<file path="src/rtl/wb_demux3_if.sv">
// Bus bundle for wb_demux3: one producer-side handshake and a three-way
// one-hot consumer side that shares a single data bus.
interface wb_demux3_if #(
    parameter int DATA_W = 32
);
    logic              in_valid;
    logic              in_ready;
    logic [1:0]        in_sel;
    logic [DATA_W-1:0] in_data;
    logic [2:0]        out_valid;
    logic [2:0]        out_ready;
    logic [DATA_W-1:0] out_data;

    modport master (
        output in_valid, in_sel, in_data, out_ready,
        input  in_ready, out_valid, out_data
    );

    modport slave (
        input  in_valid, in_sel, in_data, out_ready,
        output in_ready, out_valid, out_data
    );
endinterface

</file>
<file path="src/rtl/wb_demux3.sv">
// One-source, three-destination demultiplexer with an in-order circular
// buffer; illegal selects are dropped and counted.
module wb_demux3 #(
    parameter int DATA_W = 32,
    parameter int DEPTH  = 2
) (
    input  logic         clk,
    input  logic         reset,
    wb_demux3_if.slave   bus,
    output logic [7:0]   drop_cnt,
    output logic [2:0]   level
);

    localparam int         PTR_W   = $clog2(DEPTH);
    localparam logic [2:0] DEPTH_L = 3'(DEPTH);

    function automatic logic [2:0] sel_onehot(input logic [1:0] sel);
        logic [2:0] oh;
        case (sel)
            2'b00:   oh = 3'b001;
            2'b01:   oh = 3'b010;
            2'b10:   oh = 3'b100;
            default: oh = 3'b000;
        endcase
        return oh;
    endfunction

    logic [1:0]        sel_mem_r  [DEPTH];
    logic [DATA_W-1:0] data_mem_r [DEPTH];

    logic [PTR_W-1:0]  wr_ptr_r;
    logic [PTR_W-1:0]  rd_ptr_r;
    logic [2:0]        level_r;
    logic [7:0]        drop_cnt_r;
    logic [2:0]        out_valid_r;
    logic [DATA_W-1:0] out_data_r;

    logic [PTR_W-1:0]  wr_ptr_nxt_s;
    logic [PTR_W-1:0]  rd_ptr_nxt_s;
    logic [2:0]        level_nxt_s;
    logic [7:0]        drop_cnt_nxt_s;
    logic [2:0]        out_valid_nxt_s;
    logic [DATA_W-1:0] out_data_nxt_s;

    logic              in_ready_s;
    logic              accept_s;
    logic              push_s;
    logic              drop_s;
    logic              pop_s;
    logic [1:0]        head_sel_s;
    logic [DATA_W-1:0] head_data_s;

    // Ready depends only on stored occupancy; reset forces it low.
    assign in_ready_s    = (level_r < DEPTH_L) && !reset;
    assign bus.in_ready  = in_ready_s;
    assign bus.out_valid = out_valid_r;
    assign bus.out_data  = out_data_r;
    assign drop_cnt      = drop_cnt_r;
    assign level         = level_r;

    // Transfer qualification on both sides of the buffer.
    always_comb begin
        accept_s = bus.in_valid && in_ready_s;
        push_s   = accept_s && (bus.in_sel != 2'b11);
        drop_s   = accept_s && (bus.in_sel == 2'b11);
        pop_s    = |(out_valid_r & bus.out_ready);
    end

    // Pointer, occupancy and drop-counter next state.
    always_comb begin
        if (push_s) begin
            wr_ptr_nxt_s = wr_ptr_r + PTR_W'(1'b1);
        end else begin
            wr_ptr_nxt_s = wr_ptr_r;
        end

        if (pop_s) begin
            rd_ptr_nxt_s = rd_ptr_r + PTR_W'(1'b1);
        end else begin
            rd_ptr_nxt_s = rd_ptr_r;
        end

        case ({push_s, pop_s})
            2'b10:   level_nxt_s = level_r + 3'd1;
            2'b01:   level_nxt_s = level_r - 3'd1;
            default: level_nxt_s = level_r;
        endcase

        if (drop_s && (drop_cnt_r != 8'hFF)) begin
            drop_cnt_nxt_s = drop_cnt_r + 8'd1;
        end else begin
            drop_cnt_nxt_s = drop_cnt_r;
        end
    end

    // Next head word: the slot being written this cycle is not yet in
    // storage, so forward the incoming word when it becomes the head.
    always_comb begin
        if (push_s && (rd_ptr_nxt_s == wr_ptr_r)) begin
            head_sel_s  = bus.in_sel;
            head_data_s = bus.in_data;
        end else begin
            head_sel_s  = sel_mem_r[rd_ptr_nxt_s];
            head_data_s = data_mem_r[rd_ptr_nxt_s];
        end

        if (level_nxt_s != 3'd0) begin
            out_valid_nxt_s = sel_onehot(head_sel_s);
            out_data_nxt_s  = head_data_s;
        end else begin
            out_valid_nxt_s = 3'b000;
            out_data_nxt_s  = out_data_r;
        end
    end

    // Control state and registered outputs.
    always_ff @(posedge clk) begin
        if (reset) begin
            wr_ptr_r    <= '0;
            rd_ptr_r    <= '0;
            level_r     <= 3'd0;
            drop_cnt_r  <= 8'd0;
            out_valid_r <= 3'b000;
            out_data_r  <= '0;
        end else begin
            wr_ptr_r    <= wr_ptr_nxt_s;
            rd_ptr_r    <= rd_ptr_nxt_s;
            level_r     <= level_nxt_s;
            drop_cnt_r  <= drop_cnt_nxt_s;
            out_valid_r <= out_valid_nxt_s;
            out_data_r  <= out_data_nxt_s;
        end
    end

    // Buffer storage; contents are don't-care after reset.
    always_ff @(posedge clk) begin
        if (push_s) begin
            sel_mem_r[wr_ptr_r]  <= bus.in_sel;
            data_mem_r[wr_ptr_r] <= bus.in_data;
        end else begin
            sel_mem_r[wr_ptr_r]  <= sel_mem_r[wr_ptr_r];
            data_mem_r[wr_ptr_r] <= data_mem_r[wr_ptr_r];
        end
    end

endmodule

</file>
<file path="src/flat_wrapper.sv">
// flat-port wrapper written by rule: the top's interface ports become plain ports
module wb_demux3_flat 
#(
    parameter int DATA_W = 32,
    parameter int DEPTH  = 2
)
  (clk, reset, drop_cnt, level, bus_in_valid, bus_in_sel, bus_in_data, bus_out_ready, bus_in_ready, bus_out_valid, bus_out_data);
  wb_demux3_if #(.DATA_W(DATA_W)) bus_i ();
  input  logic clk;
  input  logic reset;
  output logic [7:0] drop_cnt;
  output logic [2:0] level;
  input wire logic [$bits(bus_i.in_valid)-1:0] bus_in_valid;
  input wire logic [$bits(bus_i.in_sel)-1:0] bus_in_sel;
  input wire logic [$bits(bus_i.in_data)-1:0] bus_in_data;
  input wire logic [$bits(bus_i.out_ready)-1:0] bus_out_ready;
  output wire logic [$bits(bus_i.in_ready)-1:0] bus_in_ready;
  output wire logic [$bits(bus_i.out_valid)-1:0] bus_out_valid;
  output wire logic [$bits(bus_i.out_data)-1:0] bus_out_data;
  assign bus_i.in_valid = bus_in_valid;
  assign bus_i.in_sel = bus_in_sel;
  assign bus_i.in_data = bus_in_data;
  assign bus_i.out_ready = bus_out_ready;
  assign bus_in_ready = bus_i.in_ready;
  assign bus_out_valid = bus_i.out_valid;
  assign bus_out_data = bus_i.out_data;
  wb_demux3 #(.DATA_W(DATA_W), .DEPTH(DEPTH)) u_core (.clk(clk), .reset(reset), .bus(bus_i), .drop_cnt(drop_cnt), .level(level));
endmodule
</file>
<file path="config.mk">
export PLATFORM = sky130hd
export DESIGN_NAME = wb_demux3_flat
export DESIGN_NICKNAME = d
export VERILOG_FILES = /design/src/rtl/wb_demux3_if.sv /design/src/rtl/wb_demux3.sv /design/src/flat_wrapper.sv
export SDC_FILE = /design/constraint.sdc
export NUM_CORES = 1
export LEC_CHECK = 0
export CAP_MARGIN = 30
export CELL_PAD_IN_SITES_DETAIL_PLACEMENT = 2
export CELL_PAD_IN_SITES_GLOBAL_PLACEMENT = 2
export CORE_MARGIN = 4
export CORE_UTILIZATION = 38
export CTS_CLUSTER_DIAMETER = 40
export DETAILED_ROUTE_END_ITERATION = 10
export DONT_BUFFER_PORTS = 1
export GPL_TIMING_DRIVEN = 0
export PLACE_DENSITY = 0.73
export SLEW_MARGIN = 20
export SYNTH_ARGS = -nofsm -noshare
export SYNTH_HDL_FRONTEND = slang
export SYNTH_SLANG_ARGS = --single-unit
</file>
<file path="constraint.sdc">
create_clock -name clk -period 3.4 [get_ports clk]
set_input_delay 0.51 -clock clk [delete_from_list [all_inputs] [get_ports clk]]
set_output_delay 0.51 -clock clk [all_outputs]
set_load 0.03 [all_outputs]
</file>
Word level (Yosys, flattened, before mapping)
Memories as Yosys holds them, arrays and structs flattened. A register that Yosys moved wholly into a read port is not among the register bits.
Index checks and enable logic that the tools add are counted.
{"block": "word_totals", "elab_cells": 47, "memories": 2, "reg_bits": 16, "inputBits": 40, "mem_bits_rw": 68}
{"memory": "u_core.data_mem_r", "depth": 2, "word_bits": 32, "read_ports": 1, "rd_ports_with_merged_regs": 1, "write_ports": 1, "line_no": "wb_demux3.sv:29", "rtl": "logic [DATA_W-1:0] data_mem_r [DEPTH];"}
{"memory": "u_core.sel_mem_r", "depth": 2, "word_bits": 2, "read_ports": 1, "rd_ports_with_merged_regs": 0, "write_ports": 1, "line_no": "wb_demux3.sv:28", "rtl": "logic [1:0] sel_mem_r [DEPTH];"}
{"block": "op_classes", "n_addsub": 5, "n_reduce_logical": 12, "mux": 9, "n_bitwise": 4, "eq_ne": 9, "n_lt_le_gt_ge": 1}
{"op": "2-to-1 mux 32 bit", "count": 1}
{"op": "case mux 3 bit (3 select lines)", "count": 1}
{"op": "adder 8 x 1 -> 8 bit (second input constant)", "count": 1}
{"op": "!= test 8 bit (second input constant)", "count": 1}
{"op": "== test 2 bit (second input constant)", "count": 3}
{"op": "logical AND 1 bit", "count": 6}
{"op": "case mux 3 bit (2 select lines)", "count": 1}
{"op": "== test 2 x 1 -> 1 bit (second input constant)", "count": 2}
{"op": "2-to-1 mux 1 bit", "count": 4}
{"op": "2-to-1 mux 2 bit", "count": 2}
{"op": "adder 3 x 1 -> 3 bit (second input constant)", "count": 1}
{"op": "AND 3 bit", "count": 1}
{"op": "less-than comparator 3 x 2 -> 1 bit (second input constant)", "count": 1}
{"op": "nonzero test 3 bit", "count": 1}
{"op": "OR reduction 3 bit", "count": 1}
{"op": "subtractor 3 x 1 -> 3 bit (second input constant)", "count": 1}
{"op": "adder 1 bit (second input constant)", "count": 2}
{"op": "logical NOT 2 bit", "count": 1}
{"op": "!= test 2 bit (second input constant)", "count": 1}
{"op": "OR 1 bit", "count": 2}
{"op": "AND reduction 2 bit", "count": 1}
{"op": "OR reduction 2 bit", "count": 1}
{"op": "== test 1 bit", "count": 1}
{"op": "logical NOT 1 bit", "count": 1}
{"op": "2 further kinds", "count": 2}

Depth between registers and ports, before layout
Gate-level depths: netlist of the first run.
{"block": "depth", "word_depth": 9, "mapped_depth": 12}

Least setup slack after synthesis of the first run
Ideal clock, no wire load.
{"block": "synth_timing", "path_kind": "input to register", "start": "input port bus_out_ready[2]", "end": "register u_core.out_data_r[0] (netlist: u_core.bus.out_data[0]) (read register of u_core.data_mem_r)", "arrival_ns": 3.263, "setup_slack_ns": -0.006, "cell_stages": 11, "setup_ns": 0.143, "path_cell_list": "a222oi_1 inv_1 ha_1 fa_1 nor3b_1 o32a_1 nand2_1 nand2b_1 buf_1 clkbuf_1 o41ai_2"}
{"block": "synth_between", "elab_chain_len": 5, "elab_cells_between_ends": 7, "cone_classes": "eq/ne (2); mux (2); bitwise (1); reduce/logical (2)"}
{"item": "start: declaration", "line_no": "flat_wrapper.sv:16", "rtl": "input wire logic [$bits(bus_i.out_ready)-1:0] bus_out_ready;"}
{"item": "AND 3 bit (*)", "line_no": "wb_demux3.sv:66", "rtl": "pop_s = |(out_valid_r & bus.out_ready);"}
{"item": "OR reduction 3 bit (*)", "line_no": "wb_demux3.sv:66"}
{"item": "== test 2 x 1 -> 1 bit / == test 2 bit (equally long branches)", "line_no": "wb_demux3.sv:83", "rtl": "case ({push_s, pop_s})"}
{"item": "case mux 3 bit (2 select lines)", "line_no": "wb_demux3.sv:83"}
{"item": "nonzero test 3 bit", "line_no": "wb_demux3.sv:107", "rtl": "if (level_nxt_s != 3'd0) begin"}
{"item": "end: declaration", "line_no": "wb_demux3.sv:36", "rtl": "logic [DATA_W-1:0] out_data_r;"}
Every way passes the cells marked *; elsewhere a longest branch is shown, timed or not.
A chain may end at the register's enable or synchronous reset.

Final worst setup path of the first run
{"block": "layout_timing", "start": "register u_core.out_valid_r[2] (netlist: u_core.bus.out_valid[2])", "end": "register u_core.out_data_r[12] (netlist: u_core.bus.out_data[12]) (read register of u_core.data_mem_r)"}
{"block": "layout_between", "elab_chain_len": 5, "elab_cells_between_ends": 7, "cone_classes": "eq/ne (2); mux (2); bitwise (1); reduce/logical (2)"}
{"item": "start: declaration", "line_no": "wb_demux3.sv:35", "rtl": "logic [2:0] out_valid_r;"}
{"item": "start signal: assignment", "line_no": "wb_demux3.sv:130", "rtl": "out_valid_r <= out_valid_nxt_s;"}
{"item": "AND 3 bit (*)", "line_no": "wb_demux3.sv:66"}
{"item": "OR reduction 3 bit (*)", "line_no": "wb_demux3.sv:66"}
{"item": "== test 2 x 1 -> 1 bit / == test 2 bit (equally long branches)", "line_no": "wb_demux3.sv:83"}
{"item": "case mux 3 bit (2 select lines)", "line_no": "wb_demux3.sv:83"}
{"item": "nonzero test 3 bit", "line_no": "wb_demux3.sv:107"}
Marked as above.

==> impl_summary.txt, run 1 <==
----------------------------------------------------
[Timing]
  Final setup violation count ... 0
  Max-slew violations ... 0
  Measured slew at the worst slew-check pin ... 0.908 ns
  Maximum frequency from static timing analysis ... 323 MHz
  Share of the clock period used by the worst path after layout ... 91.1%
  Minimum period implied by the final worst setup slack ... 3.10 ns
  Max-Slew Margin vs Limit ... around two fifths
  Hold Violations, Final ... 0
  RSZ-0062 raised after global routing ... no
  Worst Skew ... 0.00571 ns

[Worst setup path]
  Max stage delay on crit path ... slightly above 0.4 ns
  Critical Path AT ... 3.39 ns
  Worst setup slack for register-to-register paths ... 0.30 ns
  Capture point of the critical path ... u_core.bus.out_data[12]$_SDFFE_PP0P_
  Critical path depth ... 11
  Critical path startpoint category ... register
  Critical setup path kind ... register to register
  Launch instance of the worst register-to-register path ... u_core.bus.out_valid[2]$_SDFF_PP0_
  Worst reg2reg path depth ... 11
  Slowest cell on crit path ... dfxtp_1
  Source of the critical timing path ... u_core.bus.out_valid[2]$_SDFF_PP0_
  Required arrival time at the worst endpoint ... 3.70 ns
  Kind of end point of the critical path ... register
  Highest fanout seen on the critical path ... 10
  Category of cells accounting for the largest share of critical-path delay ... compound AO/OA/AOI/OAI gates
  Critical R2R Capture ... u_core.bus.out_data[12]$_SDFFE_PP0P_
  Most frequent CP cell ... buf_4
  Buffers plus inverters on the worst setup path ... 3
  List of cells traversed by the critical path ... a222oi_1, buf_4, inv_1, ha_1, fa_1, xnor2_1, o32a_1, nand2_2, nand2b_2, buf_4, o41ai_2

[Clock tree]
  TritonCTS clock tree ... yes
  Hold Buf Count CTS ... 0
  Clock-pin slew on the worst setup and hold paths ... approximately 0.060 ns
  Level count of the clock H-tree ... 4
  Cell at the root of the clock tree ... clkbuf_16
  Source-to-sink clock delay at the later pin of the worst-skew pair ... 0.41 ns
  Clock sink total ... roughly 120
  Clock buffers created by TritonCTS ... 17
  CTS max path bufs ... 2

[Route]
  Routed wire per std cell ... 21.6 um
  Drt first pass iters ... 4
  Initial DRC Count ... 212
  ANT nets after route ... 0
  Ratio of routed vias to standard cells ... 5.49
  DRC violation count after routing ... 0
  Vias after detailed routing ... between 3,000 and 4,000
  Final WL ... 12,600 um

[Floorplanning]
  Number of rows created at floorplan ... 40
  Initial standard-cell utilization of the core ... 39.2%
  Die Y ... 120 um
  Die area ... 14,400 um2
  Count of pins on the block boundary ... 87
  Core box area ... 12,100 um2
  Horiz. Die Dim ... about 120 um

[Outcome]
  Result of the run ... finished clean

[Layout]
  Share of cells above drive strength 1 ... 19.1%
  Number of nets in the layout ... 444
  # diodes ... 0
  Register area ... roughly 3000 um2
  Final Core Density ... 46.1%
  Commonest cells after routing, fill and taps aside ... edfxtp_1 (68), nor3_1 (65), dfxtp_1 (46), nor2_1 (42), nand2_1 (34)
  Layout filler cell count ... about 1,200
  Area delta synth->final ... 17.4%
  Non-filler instance count after layout ... 582
  Most common cell after layout, fill and taps aside ... edfxtp_1
  Multi-input logic area ... 1600 um2

[Placement]
  Placed Cells ... roughly 550
  Count of input and output buffers ... 0
  HPWL after detailed placement ... roughly 8000 um
  Placer Congestion ... 0.721

[Logic synthesis]
  Post-synth top area share ... 43.0%
  Nets in the synthesized netlist ... 423
  Synthesized area per cell ... 12.5 um2
  Seq/Total Area, Yosys ... 63.2%
  Predominant post-synthesis flop cell ... edfxtp_1
  Synth area leaders ... edfxtp_1 (43%), dfxtp_1 (20%), o41ai_2 (9.2%), nor3_1 (6.8%), nor2_1 (3.3%)
  Number of enable flip-flop cells after synthesis ... 68
  Synth unique cells ... 36
  Post-synth ARST share ... 0%
  Post-Syn Area ... 4750 um2
  Biggest area consumer among synthesized cells ... edfxtp_1
  Flip-flop and latch count after synthesis ... approximately 120
  Number of warning messages in the yosys log ... 0
  Cell count after synthesis ... between 300 and 400

[Power and ir drop]
  Leak ... 2.01 nW
  Power per unit of standard cell area ... a little over 900 nW/um2
  Worst IR drop on VDD ... 351 uV

[Global route]
  Aggregate global routing overflow ... 0
  First-pass GRT wire length ... 19,900 um
  Total Routing Usage GR ... 18.3%
  Initial antenna violation count ... 0
  Via count of the first global-routing pass ... 3,592
  Largest net degree at the start of global routing ... 44

[Hold path]
  Worst min-delay path class ... input port to register
  Number of instances on the worst hold path ... 0

[Job]
  Max cap viols ... 0

----------------------------------------------------
cell families after synthesis:
logic type / synth area share [%]
muxes: 0.421
DFF: 63.2
AOI/OAI and AO/OA: 12.2
and+or+nand+nor: 17.6
xor gates and xnor gates: 2.37
buffers and inverters: 3.32
adders and majority gates: 0.948
Yosys cell counts, types with 3 or more instances:
cell type / n
xnor2_1: 5
nand3b_1: 4
or3_1: 4
dfxtp_1: 48
nand2_1: 35
o21ai_0: 6
clkbuf_1: 16
xor2_1: 6
nor3b_1: 7
buf_6: 6
o41ai_1: 3
nor2_1: 42
o41ai_2: 27
a21oi_1: 6
inv_1: 3
nor3_1: 65
buf_2: 3
edfxtp_1: 68
nand4_1: 4
flip-flops by register name (all words and copies together), names as in the netlist:
| name | count |
|---|---|
| u_core.bus.out_valid | 3 |
| u_core.sel_mem_r | 4 |
| u_core.wr_ptr_r | 1 |
| u_core.bus.out_data | 32 |
| u_core.rd_ptr_r | 1 |
| u_core.drop_cnt | 8 |
| u_core.level | 3 |
| u_core.data_mem_r | 64 |
worst min path at each step:
stage	start	to	slack [ns]
final	bus_in_data[21]	u_core.data_mem_r[0][21]$_DFFE_PP_	0.19
after global routing	bus_in_data[21]	u_core.data_mem_r[0][21]$_DFFE_PP_	0.17
after CTS	bus_in_data[21]	u_core.data_mem_r[0][21]$_DFFE_PP_	0.17
after detailed placement	u_core.wr_ptr_r$_SDFFE_PP0P_	u_core.wr_ptr_r$_SDFFE_PP0P_	0.59
after global placement	u_core.wr_ptr_r$_SDFFE_PP0P_	u_core.wr_ptr_r$_SDFFE_PP0P_	0.57
after floorplan	u_core.wr_ptr_r$_SDFFE_PP0P_	u_core.wr_ptr_r$_SDFFE_PP0P_	0.53
layer usage:
metal	vias to the layer above	routed length [um]	GRT usage, %
li1	1463	-	-
met1	1632	5090	21.1
met2	82	6390	31.4
met3	16	893	6.74
met4	0	180	6.44
met5	-	0	0
what timing repair did:
item,CTS,global route
buffers inserted,3,0
gates cloned,0,0
pin swaps,2,1
gates resized for setup,9,10
setup endpoints to repair,34,33
layout make-up:
cell class                 instances  share of cell area [%]
timing repair buffer               3                   0.403
inverter                           3                   0.202
clock inverter                    13                    2.51
buffer                            25                    2.89
sequential                       116                    53.8
clock buffer                      19                    7.76
multi-input combinational        235                    28.6
tap                              168                    3.77
per-stage QoR:
step | total power, mW | hold WS, ns | worst slack, ns | TNS [ns] | cell area [um2]
detailed placement | 3.46 | 0.591 | -1.01 | -29.64 | 4970
global route | 5.43 | 0.171 | 0.0631 | 0 | 5580
CTS | 5.26 | 0.168 | 0.00886 | 0 | 5580
global placement | 3.41 | 0.573 | -1.11 | -60.09 | 4960
floorplan | 3.10 | 0.534 | -0.00581 | -0.116 | 4750
finish | 5.18 | 0.192 | 0.304 | 0 | 5580
report_power, final:
group | internal, mW | switching, mW
sequential | 1.75 | 0.586
clock | 1.13 | 0.608
combinational | 0.417 | 0.686
Power figures use the tool's default switching activity.
==> run 2, diff against run 1 <==
ABC_AREA = 1   (was default)
CAP_MARGIN = default   (was 30)
CORE_UTILIZATION = 34   (was 38)
PLACE_DENSITY = 0.72   (was 0.73)
==> run 2 against run 1 <==
  * First-iteration DRC count down 9.0%
  * Cell count up 31%
  * Worst setup slack worse by 0.027 ns
  * Critical path type unchanged
  * Critical endpoint is now u_core.bus.out_data[17]$_SDFFE_PP0P_
  * Largest cell class unchanged
==> impl_summary.txt, run 2 <==
----------------------------------------------------
[Route]
  Drt first pass iters ... 4
  Initial DRC Count ... 193
  DRC violation count after routing ... 0
  Final WL ... 14,500 um
  ANT nets after route ... 0
  Vias after detailed routing ... about 3,800
  Routed wire per std cell ... ~19 um
  Ratio of routed vias to standard cells ... a little under 5

[Clock tree]
  CTS max path bufs ... 2
  Clock sink total ... approximately 120
  Clock-pin slew on the worst setup and hold paths ... 0.06 ns
  Source-to-sink clock delay at the later pin of the worst-skew pair ... 0.42 ns
  TritonCTS clock tree ... yes
  Clock buffers created by TritonCTS ... 17
  Level count of the clock H-tree ... 4
  Cell at the root of the clock tree ... clkbuf_16

[Worst setup path]
  Kind of end point of the critical path ... register
  Highest fanout seen on the critical path ... 10
  Buffers plus inverters on the worst setup path ... 5
  Max stage delay on crit path ... 0.49 ns
  Critical setup path kind ... register to register
  Critical Path AT ... between 3 and 4 ns
  Required arrival time at the worst endpoint ... ~3.7 ns
  Slowest cell on crit path ... fa_1
  Category of cells accounting for the largest share of critical-path delay ... buffers and inverters
  List of cells traversed by the critical path ... inv_1, nand4_2, a21oi_4, inv_1, ha_1, fa_1, nand2_1, o21ai_1, inv_1, nand4_1, nand2_1, inv_1, clkbuf_4, nand3_1, o21ai_0
  Worst setup slack for register-to-register paths ... 0.28 ns
  Most frequent CP cell ... inv_1
  Critical path startpoint category ... register

[Power and ir drop]
  Leak ... 2.46 nW
  Power share of the combinational group ... a little over a third
  Internal power ... 3.54 mW
  Worst IR drop on VDD ... 429 uV
  Total power of the final layout ... 6.07 mW
  Net switching share of the total power ... between 40% and 50%
  Register share of total power ... a little over a third
  Switching power ... 2.53 mW
  Proportion of power drawn by the clock network ... about 30%
  Power per unit of standard cell area ... 1030 nW/um2

[Timing]
  RSZ-0062 raised after global routing ... no
  Share of the clock period used by the worst path after layout ... 91.8%
  Minimum period implied by the final worst setup slack ... 3.12 ns
  Worst Skew ... 0.00877 ns
  Max-slew violations ... 0
  Max-Slew Margin vs Limit ... 39.9%
  Hold Violations, Final ... 0
  Final setup violation count ... 0
  Measured slew at the worst slew-check pin ... 0.895 ns
  Maximum frequency from static timing analysis ... 320 MHz

[Layout]
  Largest reg by FF count ... u_core.data_mem_r
  Number of nets in the layout ... around 610
  # diodes ... 0
  Commonest cells after routing, fill and taps aside ... nand2_1 (110), inv_1 (109), nand3_1 (74), edfxtp_1 (68), dfxtp_1 (48)
  Most common cell after layout, fill and taps aside ... nand2_1
  Share of cells above drive strength 1 ... 9.59%
  Area delta synth->final ... 18.0%
  Final non-filler cell area ... 5870 um2
  Max FFs per register ... 64

[Logic synthesis]
  Cell count after synthesis ... roughly 550
  Synthesized area per cell ... 9.09 um2
  Synth unique cells ... 25
  Synth area leaders ... edfxtp_1 (41%), dfxtp_1 (19%), nand2_1 (8.3%), inv_1 (8.2%), nand3_1 (7.4%)
  Ranking of synthesized cells by instance count ... nand2_1 (110), inv_1 (109), nand3_1 (74)
  Predominant post-synthesis flop cell ... edfxtp_1
  Nets in the synthesized netlist ... 590
  Portion of netlist area occupied by mux cells ... 0%
  Adder-cell area share of the yosys netlist ... less than 1%
  Flip-flop and latch count after synthesis ... 116
  Dominant combinational cell family by area after synthesis ... simple AND/OR/NAND/NOR gates
  Number of enable flip-flop cells after synthesis ... 68
  Post-synthesis simple-gate area fraction ... 19.3%
  Post-synth ARST share ... 0%
  Biggest area consumer among synthesized cells ... edfxtp_1
  Seq/Total Area, Yosys ... 60.4%
  Area share of xor/xnor cells in the synthesized design ... less than 1%
  Post-synth top area share ... 41.1%
  Post-Syn Area ... 4970 um2
  Post-synthesis compound-gate area fraction ... between 7 and 8%
  Number of warning messages in the yosys log ... 0
  Cell with the most instances after synthesis ... nand2_1

[Outcome]
  Result of the run ... finished clean

[Global route]
  First-pass GRT wire length ... approximately 24,000 um
  Initial antenna violation count ... 0
  Largest net degree at the start of global routing ... 22
  Aggregate global routing overflow ... 0
  Via count of the first global-routing pass ... 4,227
  Total Routing Usage GR ... 18.7%

[Floorplanning]
  Die area ... ~17,000 um2
  Horiz. Die Dim ... 129 um
  Core box area ... approximately 14,000 um2
  Initial standard-cell utilization of the core ... 35.3%
  Count of pins on the block boundary ... between 80 and 90
  Die Y ... 129 um
  Number of rows created at floorplan ... 43

[Hold path]
  Worst min-delay path class ... input port to register

[Placement]
  Post-DP Area ... 5260 um2
  Placer Congestion ... approximately 0.83
  Count of input and output buffers ... 0
  HPWL after detailed placement ... roughly 10000 um

[Job]
  Max cap viols ... 0

----------------------------------------------------
## run 2: layout make-up
type                       instances  area [um2]
inverter                         111         417
buffer                            23         141
clock buffer                      27         504
fill                            1501        8230
clock inverter                     5        73.8
sequential                       116        3000
timing repair buffer               5        70.1
tap                              180         225
multi-input combinational        297        1440
## run 2: kinds of logic (layout without fill, tap and decap cells)
kind of cell / count (synthesis) / after routing
buffers and inverters: 134 / 171
flip-flops: 116 / 116
XOR/XNOR: 4 / 4
AND/OR/NAND/NOR: 217 / 217
AO/OA/AOI/OAI: 73 / 73
adder cells (fa/ha/maj): 3 / 3
## run 2: path summary, 6_finish.rpt
path / startpoint / endpoint / depth (start not counted)
min: bus_in_data[7] / u_core.data_mem_r[1][7]$_DFFE_PP_ / 0
max reg2reg: u_core.level[1]$_SDFF_PP0_ / u_core.bus.out_data[17]$_SDFFE_PP0P_ / 15
max: u_core.level[1]$_SDFF_PP0_ / u_core.bus.out_data[17]$_SDFFE_PP0P_ / 15
min reg2reg: u_core.data_mem_r[1][5]$_DFFE_PP_ / u_core.bus.out_data[5]$_SDFFE_PP0P_ / 4
## run 2: metal layers
metal / wire length [um] / track usage, % / share of wire (%) / up-vias
met2: 7220 / 31.2 / 50 / 76
li1: - / - / - / 1815
met3: 988 / 6.68 / 6.8 / 21
met5: 0 / 0 / 0 / -
met4: 268 / 7.41 / 1.8 / 0
met1: 6040 / 22.0 / 42 / 1847
## run 2: metrics by stage
| step | setup WS [ns] | util [%] | setup TNS, ns | hold WS, ns | instances |
|---|---|---|---|---|---|
| after floorplan | 0.404 | - | 0 | 0.544 | 547 |
| after global placement | -1.04 | 36.9 | -71.03 | 0.577 | 727 |
| after detailed placement | -0.0736 | 37.3 | -0.858 | 0.598 | 729 |
| after CTS | 0.00461 | 41.4 | 0 | 0.162 | 761 |
| after global routing | 0.00279 | 41.6 | 0 | 0.155 | 764 |
| final | 0.277 | 41.6 | 0 | 0.178 | 764 |
## run 2: what timing repair did
item                       4_1_cts  5_1_grt
hold buffers                     0        0
hold endpoints to repair         0        0
setup buffers                    0        3
resized for setup                0        5
setup endpoints to repair        0       31
## run 2: power groups by stage
stage / registers (mW) / clock network, mW / logic (mW)
CTS: 2.11 / 1.82 / 2.23
finish: 2.10 / 1.77 / 2.19
global route: 2.13 / 1.90 / 2.53
global placement: 2.13 / 0 / 2.06
floorplan: 2.09 / 0 / 1.48
detailed placement: 2.14 / 0 / 2.19
